**src/rtl/rv32_types.sv**
```systemverilog
// Shared RV32 pipeline types used by the fetch stage and its neighbours.
package rv32_types;

  typedef logic [31:0] rv32_word;

  // Canonical NOP encoding (addi x0, x0, 0) that decode substitutes on a bubble.
  localparam rv32_word RV_NOP = 32'h0000_0013;

  typedef struct packed {
    rv32_word pc;
    logic     generate_nop;
  } fetch_decode_buffer_t;

  typedef struct packed {
    logic     do_jump;
    rv32_word from;
    rv32_word to;
  } jump_request_t;

  typedef struct packed {
    logic     do_interrupt;
    rv32_word from;
    rv32_word to;
  } interrupt_request_t;

endpackage

```
**src/rtl/rv32_fetch_stage_pc_select.sv**
```systemverilog
// Fetch address priority mux: stop > interrupt > jump > stall > sequential.
module rv32_pc_select
  import rv32_types::*;
(
  input  logic               stop,
  input  logic               stall,
  input  jump_request_t      jump_request,
  input  interrupt_request_t interrupt_request,
  input  rv32_word           held_pc,
  input  rv32_word           pc_q,
  output rv32_word           sel_addr,
  output logic               redirect
);

  // The source addresses of redirects are carried for trace only.
  logic unused_from;
  assign unused_from = ^{jump_request.from, interrupt_request.from};

  // Pick the raw (unaligned) fetch address; flag when a redirect is taken.
  always_comb begin
    sel_addr = pc_q;
    redirect = 1'b0;
    if (stop) begin
      sel_addr = held_pc;
    end else if (interrupt_request.do_interrupt) begin
      sel_addr = interrupt_request.to;
      redirect = 1'b1;
    end else if (jump_request.do_jump) begin
      sel_addr = jump_request.to;
      redirect = 1'b1;
    end else if (stall) begin
      sel_addr = held_pc;
    end
  end

endmodule

```
**src/rtl/rv32_fetch_stage.sv**
```systemverilog
// RV32 instruction fetch stage: drives the instruction memory address and
// hands the fetched pc (aligned with memory data) to decode.
module rv32_fetch_stage
  import rv32_types::*;
#(
  parameter rv32_word RESET_PC = 32'h0000_0000
) (
  input  logic                 clk,
  input  logic                 reset,
  input  logic                 stop,
  input  logic                 stall,
  input  jump_request_t        jump_request,
  input  interrupt_request_t   interrupt_request,
  output rv32_word             instr_addr,
  output logic                 instr_req,
  input  logic                 instr_ready,
  output fetch_decode_buffer_t fetch_decode_buff,
  output logic                 fetch_misaligned,
  output rv32_word             fetch_count,
  output rv32_word             bubble_count
);

  rv32_word pc_q;
  rv32_word sel_addr;
  logic     redirect;

  rv32_pc_select u_pc_select (
    .stop              (stop),
    .stall             (stall),
    .jump_request      (jump_request),
    .interrupt_request (interrupt_request),
    .held_pc           (fetch_decode_buff.pc),
    .pc_q              (pc_q),
    .sel_addr          (sel_addr),
    .redirect          (redirect)
  );

  // Reset forces the reset vector onto the bus; otherwise word-align the selection.
  always_comb begin
    instr_req  = !reset;
    instr_addr = reset ? RESET_PC : {sel_addr[31:2], 2'b00};
  end

  // All fetch state: next pc, decode buffer, sticky misalign flag, counters.
  always_ff @(posedge clk) begin
    if (reset) begin
      pc_q                           <= RESET_PC;
      fetch_decode_buff.pc           <= RESET_PC;
      fetch_decode_buff.generate_nop <= 1'b1;
      fetch_misaligned               <= 1'b0;
      fetch_count                    <= '0;
      bubble_count                   <= '0;
    end else if (!stop) begin
      fetch_decode_buff.pc           <= instr_addr;
      fetch_decode_buff.generate_nop <= !instr_ready;
      // An unaccepted address is retried next cycle rather than skipped.
      pc_q <= instr_ready ? instr_addr + 32'd4 : instr_addr;
      if (redirect && (sel_addr[1:0] != 2'b00)) begin
        fetch_misaligned <= 1'b1;
      end
      if (instr_ready) begin
        fetch_count <= fetch_count + 32'd1;
      end else begin
        bubble_count <= bubble_count + 32'd1;
      end
    end
  end

endmodule

```
**config.mk**
```make
export PLATFORM = sky130hd
export DESIGN_NAME = rv32_fetch_stage
export DESIGN_NICKNAME = d
export VERILOG_FILES = /design/src/rtl/rv32_types.sv /design/src/rtl/rv32_fetch_stage_pc_select.sv /design/src/rtl/rv32_fetch_stage.sv
export SDC_FILE = /design/constraint.sdc
export NUM_CORES = 1
export LEC_CHECK = 0
export CELL_PAD_IN_SITES_DETAIL_PLACEMENT = 1
export CELL_PAD_IN_SITES_GLOBAL_PLACEMENT = 1
export CORE_ASPECT_RATIO = 0.5
export CORE_MARGIN = 1.5
export CORE_UTILIZATION = 32
export DETAILED_ROUTE_END_ITERATION = 8
export PLACE_DENSITY_LB_ADDON = 0.1
export SKIP_CTS_REPAIR_TIMING = 1
export SYNTH_ARGS = -nofsm -noshare
export SYNTH_HDL_FRONTEND = slang
export SYNTH_SLANG_ARGS = --single-unit
```
**constraint.sdc**
```tcl
create_clock -name clk -period 3.2 [get_ports clk]
set_input_delay 0.48 -clock clk [delete_from_list [all_inputs] [get_ports clk]]
set_output_delay 0.48 -clock clk [all_outputs]
set_load 0.02 [all_outputs]
```
==> impl_metrics.json <==
{
  "status": "complete, no violations",
  "cts.sinks": 126,
  "nNetsFinal": 1224,
  "hp-start": "pc_q[6]$_SDFFE_PP0N_",
  "fin_crit_sh": 0.952,
  "synthSimpleGateAreaFrac": 0.268,
  "synth-xor-area-share": 0.0938,
  "first_global_vias": 7513,
  "dp.cells": 1351,
  "ys_warn_count": 0,
  "die_h_um": 107,
  "overflow": 0,
  "power_mw": 4.48,
  "fin_cells": 1390,
  "synth-edff-count": 0,
  "cp-start-kind": "input pin",
  "core_um2": 20900,
  "most-common-layout-cells": "177 x clkdlybuf4s50_1, 126 x dfxtp_1, 108 x nor2_1, 104 x buf_4, 71 x nand2_1",
  "path_class": "in2out",
  "max_freq_mhz": 328,
  "grt_antenna_before_repair": 0,
  "fillCellCount": 2422,
  "vias": 7118,
  "syn_area_um2": 6910,
  "clkPwrFrac": 0.439,
  "final_antenna_net_count": 0,
  "rsz0062_at_grt": "no",
  "first_pass_iters": 4,
  "switchingPower_mw": 1.22,
  "holdWs_ps": 465,
  "synthFlopType": "dfxtp_1",
  "drv_slew": 0,
  "maxCapViolCount": 0,
  "grt_pass1_wl_um": 40300,
  "ys_types": 72,
  "h-tree-depth": 4,
  "p_seq_frac": 0.376,
  "setup_violations": 0,
  "worstPathRequired_ps": 2720,
  "yosysSeqAreaShare": 0.365,
  "regArea_um2": 2520,
  "hold_class": "reg2reg",
  "crit_path_end_kind": "output port",
  "finalClockSkew_ps": 8.05,
  "synth_top_family_by_area": "simple AND/OR/NAND/NOR gates",
  "initial_core_util": 0.331,
  "p_int_mw": 3.26,
  "synthMuxAreaShare": 0.0411,
  "multi_input_area_um2": 4090,
  "period_needed_ps": 3050,
  "synth_fa_ha_area_frac": 0.00543,
  "dieWidth_um": 211,
  "area_growth_pct": 52.4,
  "layout_setup_ws_ps": 155,
  "drive_above_1_share": 0.184,
  "ir_drop_uv": 348,
  "post-dp-hpwl_um": 18400,
  "place_congestion": 0.805,
  "drc_errors": 0,
  "rr_worst_depth": 11,
  "cp.arrival_ps": 2570,
  "pre_cts_ws_ps": -268,
  "r2r-end": "pc_q[28]$_SDFFE_PP0N_",
  "drtIter0Drc": 288,
  "max_slew_margin": 0.547,
  "num_io_pins": 266,
  "synthArstFlopShare": 0,
  "root_buffer": "clkbuf_16",
  "routed_wl_um": 25500,
  "grt_max_degree": 65,
  "timing.final.hold_violations": 0,
  "cts_tree": "yes",
  "die-area_um2": 22500,
  "whs_endpoint": "pc_q[6]$_SDFFE_PP0N_",
  "netSwitchingFraction": 0.273,
  "r2r_slack_ps": 460,
  "final_common_cell": "clkdlybuf4s50_1",
  "synth_compound_area_frac": 0.169,
  "post_drt_wl_per_cell_um": 18.3,
  "io_buffer_count": 197,
  "ys_ff_latch": 126,
  "avgSynthCellArea_um2": 8.50,
  "power.density_nw_per_um2": 425,
  "track_usage": 0.229,
  "setup-tns-final_ps": 0,
  "clock_path_buffers": 2,
  "leakagePower_nw": 4.26,
  "clk_pin_slew_ps": 60,
  "comb_power_share": 0.186,
  "hold_depth": 2,
  "numCtsBuffers": 17,
  "vias_per_cell": 5.12,
  "clkLatencyLatePin_ps": 420,
  "syn_inst": 813,
  "cp_max_fo": 14,
  "worst_pin_slew_ps": 680,
  "r2r_start": "fetch_decode_buff[3]$_SDFFE_PP0N_",
  "diodes": 0,
  "rows": 37
}
[per-layer routing]
| layer | vias up | track usage | routed length, um |
|---|---|---|---|
| li1 | 3467 | - | - |
| met4 | 0 | 0.0551 | 284 |
| met2 | 134 | 0.384 | 12200 |
| met3 | 17 | 0.0627 | 1100 |
| met1 | 3500 | 0.293 | 11900 |
| met5 | - | 0 | 0 |
[power groups by stage]
| stage | clock network [mW] | registers, mW | logic [mW] |
|---|---|---|---|
| 2_1_floorplan | 0 | 1.74 | 0.376 |
| 3_3_place_gp | 0 | 1.71 | 0.796 |
| 3_5_place_dp | 0 | 1.71 | 0.814 |
| 4_1_cts | 2.02 | 1.68 | 0.822 |
| 5_1_grt | 2.10 | 1.69 | 0.892 |
| 6_report | 1.96 | 1.68 | 0.832 |
[synthesized netlist by cell type, types with 4 or more instances]
library cell / n / area, um^2
dfxtp_1: 126 / 2520
nor4_1: 8 / 50.1
a211oi_2: 6 / 75.1
a211oi_1: 16 / 120
mux2_2: 11 / 124
a31oi_1: 10 / 62.6
buf_1: 5 / 18.8
inv_1: 18 / 67.6
xor2_1: 55 / 482
o32ai_1: 5 / 43.8
buf_2: 13 / 65.1
o21ai_0: 16 / 80.1
a21oi_1: 23 / 115
nand3_1: 36 / 180
nor2_1: 108 / 405
and4_1: 10 / 87.6
nor4b_1: 7 / 61.3
or4_1: 8 / 60.1
nand2_1: 73 / 274
nor2b_1: 11 / 68.8
buf_6: 5 / 56.3
o211a_1: 7 / 70.1
xnor2_1: 19 / 166
mux2i_1: 16 / 160
o21a_1: 14 / 105
and2_1: 6 / 37.5
nor3b_1: 9 / 67.6
or3_1: 5 / 31.3
a211o_1: 4 / 35.0
buf_4: 8 / 60.1
nor3_1: 10 / 50.1
and3_1: 15 / 93.8
o211ai_1: 16 / 120
clkbuf_1: 24 / 90.1
o221a_2: 6 / 67.6
nand4_1: 22 / 138
[area by class of cell]
type	count	area share
Timing Repair Buffer	308	0.276
Clock buffer	20	0.0415
Sequential cell	126	0.239
Multi-Input combinational cell	613	0.388
Clock inverter	11	0.0137
Inverter	20	0.00713
Tap cell	292	0.0347
[stage by stage]
| step | cell area, um^2 | util |
|---|---|---|
| CTS | 10300 | 0.496 |
| global route | 10500 | 0.505 |
| global placement | 9770 | 0.468 |
| detailed placement | 9770 | 0.468 |
| finish | 10500 | 0.505 |
| floorplan | 6930 | - |
[critical path, cell delays in order]
cell             delay, ps
buf_2                  220
buf_4                  330
mux2_2                 370
a221o_1                290
nand2_1                210
inv_1                  110
clkdlybuf4s50_1        550
[worst max path at each step]
stage                           from                     to  cells past startpoint
6_report                       stall          instr_addr[5]                      7
5_1_grt        interrupt_request[64]          instr_addr[4]                      7
4_1_cts             jump_request[64]          instr_addr[7]                      9
3_5_place_dp        jump_request[64]  pc_q[28]$_SDFFE_PP0N_                     13
3_3_place_gp        jump_request[64]  pc_q[22]$_SDFFE_PP0N_                     13
2_1_floorplan  interrupt_request[64]  pc_q[30]$_SDFFE_PP0N_                     13
[sequential cells by signal, summed over array words and instances, names as in the netlist]
signal	flops
bubble_count	32
fetch_count	32
fetch_decode_buff	31
fetch_misaligned	1
pc_q	30
[cell families after synthesis]
| logic type | after synthesis |
|---|---|
| simple gates | 352 |
| fa+ha+maj | 3 |
| other cells | 1 |
| flops | 126 |
| xor+xnor | 74 |
| buf+inv | 77 |
| compound gates | 153 |
| mux | 27 |
Note: power is estimated with default switching activity, not from simulation.
